**src/rtl/pipe_cla_add_sub.sv**
```systemverilog
// Two-stage pipelined add/subtract built from 4-bit carry-lookahead groups.
// Stage 1 adds the low half and registers the mid carry with the conditioned
// high operands. Stage 2 adds the high half and registers the flags.
// Optional feature: define CLA_ADD_SUB_SAT_EN to clamp on signed overflow.
module pipe_cla_add_sub #(
    parameter int WIDTH = 16
) (
    input  logic             clk,
    input  logic             rst,
    input  logic [WIDTH-1:0] ain,
    input  logic [WIDTH-1:0] bin,
    input  logic             cin,
    input  logic [1:0]       op,
    input  logic             in_valid,
    output logic             in_ready,
    output logic [WIDTH-1:0] sum,
    output logic             cout,
    output logic             ovf,
    output logic             zero,
    output logic             out_valid,
    input  logic             out_ready
);

    localparam int unsigned H  = WIDTH / 2;
    localparam int unsigned NG = H / 4;

    typedef enum logic [1:0] {
        OP_ADD = 2'b00,
        OP_SUB = 2'b01,
        OP_SBC = 2'b10,
        OP_RSB = 2'b11
    } op_e;

    // Half-width CLA: carries into every group are computed directly from the
    // group generate/propagate terms, so no carry ripples between groups.
    function automatic logic [H:0] cla_add(input logic [H-1:0] a,
                                           input logic [H-1:0] b,
                                           input logic         c0);
        logic [H-1:0]  g, p, c;
        logic [NG-1:0] gg, gp;
        logic [NG:0]   gc;
        logic          term;
        g = a & b;
        p = a ^ b;
        for (int unsigned k = 0; k < NG; k++) begin
            gg[k] = g[4*k+3]
                  | (p[4*k+3] & g[4*k+2])
                  | (p[4*k+3] & p[4*k+2] & g[4*k+1])
                  | (p[4*k+3] & p[4*k+2] & p[4*k+1] & g[4*k]);
            gp[k] = &p[4*k +: 4];
        end
        gc    = '0;
        gc[0] = c0;
        for (int unsigned k = 1; k <= NG; k++) begin
            term = c0;
            for (int unsigned m = 0; m < k; m++) term = term & gp[m];
            gc[k] = term;
            for (int unsigned j = 0; j < k; j++) begin
                term = gg[j];
                for (int unsigned m = j + 1; m < k; m++) term = term & gp[m];
                gc[k] = gc[k] | term;
            end
        end
        c = '0;
        for (int unsigned k = 0; k < NG; k++) begin
            c[4*k]   = gc[k];
            c[4*k+1] = g[4*k] | (p[4*k] & gc[k]);
            c[4*k+2] = g[4*k+1] | (p[4*k+1] & g[4*k]) | (p[4*k+1] & p[4*k] & gc[k]);
            c[4*k+3] = g[4*k+2] | (p[4*k+2] & g[4*k+1]) | (p[4*k+2] & p[4*k+1] & g[4*k])
                     | (p[4*k+2] & p[4*k+1] & p[4*k] & gc[k]);
        end
        return {gc[NG], p ^ c};
    endfunction

    logic [WIDTH-1:0] cond_a, cond_b;
    logic             cond_c;
    logic [H:0]       lo_res, hi_res;
    logic             advance;

    logic             s1_valid;
    logic [H-1:0]     s1_lo, s1_ahi, s1_bhi;
    logic             s1_carry;

    logic [WIDTH-1:0] final_sum;
    logic             ovf_c;

    // Map each operation onto a single A + B + carry addition.
    always_comb begin
        cond_a = ain;
        cond_b = bin;
        cond_c = cin;
        case (op_e'(op))
            OP_ADD: begin cond_a = ain; cond_b = bin;  cond_c = cin;  end
            OP_SUB: begin cond_a = ain; cond_b = ~bin; cond_c = 1'b1; end
            OP_SBC: begin cond_a = ain; cond_b = ~bin; cond_c = cin;  end
            OP_RSB: begin cond_a = bin; cond_b = ~ain; cond_c = 1'b1; end
            default: ;
        endcase
    end

    // Handshake: whole pipeline moves unless a held result is not taken.
    always_comb begin
        advance  = !out_valid || out_ready;
        in_ready = advance && !rst;
        lo_res   = cla_add(cond_a[H-1:0], cond_b[H-1:0], cond_c);
    end

    // Stage 1 register: low-half sum, mid carry and conditioned high operands.
    always_ff @(posedge clk) begin
        if (rst) begin
            s1_valid <= 1'b0;
            s1_lo    <= '0;
            s1_carry <= 1'b0;
            s1_ahi   <= '0;
            s1_bhi   <= '0;
        end else if (advance) begin
            s1_valid <= in_valid;
            if (in_valid) begin
                s1_lo    <= lo_res[H-1:0];
                s1_carry <= lo_res[H];
                s1_ahi   <= cond_a[WIDTH-1:H];
                s1_bhi   <= cond_b[WIDTH-1:H];
            end
        end
    end

    // Stage 2 combinational: high-half add, overflow detect, optional clamp.
    always_comb begin
        hi_res = cla_add(s1_ahi, s1_bhi, s1_carry);
        ovf_c  = (s1_ahi[H-1] == s1_bhi[H-1]) && (hi_res[H-1] != s1_ahi[H-1]);
`ifdef CLA_ADD_SUB_SAT_EN
        if (ovf_c)
            final_sum = {s1_ahi[H-1], {(WIDTH-1){~s1_ahi[H-1]}}};
        else
            final_sum = {hi_res[H-1:0], s1_lo};
`else
        final_sum = {hi_res[H-1:0], s1_lo};
`endif
    end

    // Output register: result and flags, held while downstream stalls.
    always_ff @(posedge clk) begin
        if (rst) begin
            out_valid <= 1'b0;
            sum       <= '0;
            cout      <= 1'b0;
            ovf       <= 1'b0;
            zero      <= 1'b0;
        end else if (advance) begin
            out_valid <= s1_valid;
            if (s1_valid) begin
                sum  <= final_sum;
                cout <= hi_res[H];
                ovf  <= ovf_c;
                zero <= (final_sum == '0);
            end
        end
    end

endmodule

```
**config.mk**
```make
export PLATFORM = sky130hd
export DESIGN_NAME = pipe_cla_add_sub
export DESIGN_NICKNAME = d
export VERILOG_FILES = /design/src/rtl/pipe_cla_add_sub.sv
export SDC_FILE = /design/constraint.sdc
export NUM_CORES = 1
export LEC_CHECK = 0
export CAP_MARGIN = 20
export CORE_MARGIN = 2
export CORE_UTILIZATION = 55
export CTS_BUF_LIST = sky130_fd_sc_hd__clkbuf_8 sky130_fd_sc_hd__clkbuf_16
export CTS_CLUSTER_SIZE = 20
export DETAILED_ROUTE_END_ITERATION = 8
export PLACE_DENSITY_LB_ADDON = 0.12
export SLEW_MARGIN = 10
export SYNTH_ARGS = -nofsm -noshare
export SYNTH_HDL_FRONTEND = slang
export SYNTH_SLANG_ARGS = --single-unit
export TNS_END_PERCENT = 50
```
**constraint.sdc**
```tcl
create_clock -name clk -period 8.25 [get_ports clk]
set_input_delay 1.65 -clock clk [delete_from_list [all_inputs] [get_ports clk]]
set_output_delay 1.65 -clock clk [all_outputs]
set_load 0.05 [all_outputs]
```
==> metrics <==
Clk pwr share 31.2%; RSZ-0062 raised after global routing no; Syn Area/Cell 8.613 µm²; port buffer count 59; final WL 6162 µm; Post-Syn Area 2808 µm²; placed instance count 434; antenna fix cells 0; synth cell count leaders dfxtp_1, nand2_1, a21oi_1; post-route insts no fill 442; row count 26; Logic pwr share 29.0%; detailed placer's ending HPWL 4480 µm; Die Y 75.45 µm; I/O pin count 60; Mapped Cells 326; clock root buffer clkbuf_8; first-pass GRT wire length 9749 µm; Worst Path Max Fanout 19; Worst-Margin Slew 0.9932 ns; wire per inst 13.94 µm; largest net degree at the start of global routing 58; startpoint type of the worst setup path input pin; Pre-Repair DR Iteration Count 4; Tcrit/Tclk final 59.74%; HP Class reg -> reg; peak supply drop 0.00007693 V; Setup TNS 0 ns; CP max stage delay 0.83 ns; Area Growth Syn to Fin 25.98%; gpl congestion 0.7839; overflow left after global routing 0; vias per inst 5.627; Slew Limit Fails 0; CTS Sinks 46; ys async rst share 0%; share of the synthesized area in the top cell type 32.80%; MaxCap Viol Count 0; cell-internal power 0.0004416 W; most frequent CP cell ha_1; CP Class in -> reg; Peak Freq 202.9 MHz; run status finished, final reports clean; final hold slack 0.4543 ns; crit end category flip-flop; Critical Path RT 8.48 ns; Leakage 1.352 nW; initial antenna violation count 0; Initial Util 56.04%; CP bufs+invs 2; crit path DAT 5.16 ns; worst skew pair latency 0.31 ns; DIE WIDTH 75.45 µm; drt first-iter violations 89; CP max stage cell ha_1; fin nets 433; cts hold-fix bufs 0; Rel. slew slack 33.79%; Post-route DRC 0; ANT nets after route 0; Reg clk slew, reported paths 0.08 ns; area of the core 5010 µm²; Post-Synthesis Net Count 388; Power Dens Cells 179.0 nW/µm²; vias in the first global route 2115; Post-synth top flop dfxtp_1; final hold vios 0; EDFF count, synth 0; #FFs+latches synth 46; post-cts repair resize count 0; total track usage 22.26%; full die area 5693 µm²; layout cells sized above 1 7.258%; largest area contributor in the netlist dfxtp_1; clock skew 0.007990 ns; dominant cells by area after synthesis dfxtp_1, ha_1, nand2_1; post-synthesis cell type count 46; CTS max path bufs 2; switching share of power 30.26%; total number of yosys warnings 0; Sequential Power Share 39.8%; post-route minimum period 4.928 ns; Post-CTS Setup Inserts 0; crit path cell chain clkdlybuf4s50_1, ha_1, inv_2, o221ai_1, o21a_1, ha_1, o311ai_4, a32o_2, fa_1, xnor2_1, nand2_1, a21oi_1; Vias 2487; switching power 0.0001916 W; family with the most delay on the worst path adder cells; part of the Yosys area used for sequential elements 32.80%; H-tree depth 2; CTS Buf Count 5; CTS tree built; final setup fails 0
-- registers in the layout, summed over array words and instances (netlist names) --
register / cells
s1_bhi: 8
s1_lo: 8
cout: 1
zero: 1
s1_carry: 1
s1_ahi: 8
out_valid: 1
s1_valid: 1
sum: 16
ovf: 1
-- worst paths after layout --
| path | cells past startpoint | start | slack, ns | to |
|---|---|---|---|---|
| setup / recovery | 12 | op[0] | 3.32 | s1_lo[5] |
| hold / removal | 2 | sum[11] | 0.45 | sum[11] |
| setup reg to reg | 9 | s1_ahi[0] | 5.32 | zero |
| hold reg to reg | 2 | sum[11] | 0.45 | sum[11] |
-- power groups by stage --
stage,Clock (W),Sequential [W],Combinational [W]
after floorplan,0,0.000271,0.000111
after global placement,0,0.000256,0.000177
after detailed placement,0,0.000257,0.000182
after CTS,0.000202,0.000252,0.000184
after global routing,0.000209,0.000254,0.000202
final,0.000198,0.000252,0.000183
-- routing by layer --
metal,part of all wire [%],global-route usage [%]
met1,49,30.21
met2,46,36.04
met3,4.4,3.571
met4,1.4,7.797
met5,0,0
-- final cells by class --
class | instances | area, µm²
inverters | 15 | 56.30
multi-input cells | 242 | 1734
clock inverters | 3 | 68.82
fillers | 433 | 1473
flip-flops and latches | 46 | 920.9
clock buffers | 5 | 68.82
repair buffers | 61 | 600.6
well taps | 70 | 87.58
-- cell usage in the layout, fill, tap and decap left out, types with 2 or more instances in the layout --
cell,Yosys,routed
o21ai_1,3,3
xor2_1,6,6
nor4b_1,3,3
o221ai_1,14,14
dfxtp_1,46,46
nand3_1,4,4
nand2b_1,2,2
and2_1,4,4
mux2_2,8,8
fa_1,4,4
nand4b_1,2,2
buf_4,0,2
mux2i_1,11,11
a21oi_1,28,28
bufinv_16,0,2
ha_1,19,19
o211ai_1,10,10
nand3b_1,5,5
o21a_1,6,6
xnor2_1,3,3
nor2_1,24,24
clkdlybuf4s50_1,0,58
inv_1,14,14
nand2_1,46,46
nor4_1,2,2
a211oi_1,15,15
or4_1,3,3
nor3_1,3,3
o22ai_1,2,2
clkbuf_8,0,5
-- cell families after synthesis --
family / Yosys count / synth area share, %
adder cells (fa/ha/maj): 23 / 11.32
multiplexers: 19 / 7.130
XOR/XNOR: 9 / 2.808
flip-flops: 46 / 32.80
AO/OA/AOI/OAI: 90 / 23.53
AND/OR/NAND/NOR: 101 / 16.98
buffers and inverters: 38 / 5.436
-- through the flow --
stage               worst slack, ns  power [W]  util, %  area, µm²
finish                        3.322  0.0006331    70.60       3537
CTS                           3.337  0.0006376    70.60       3537
detailed placement            3.031  0.0004387    67.86       3400
floorplan                     3.718  0.0003824        -       2808
global placement              3.101  0.0004336    67.86       3400
global route                  3.091  0.0006654    70.60       3537
-- worst reg2reg max path, stage by stage (launching register included) --
cell and delay [ns]:
dfxtp_1 0.34, ha_1 0.31, a211oi_2 0.30, o21bai_1 0.15, a21o_1 0.21, fa_1 0.50
nor4_1 0.31, nand3_1 0.14, or4_4 0.43, o31ai_2 0.17
(Power assumes the default switching activity.)
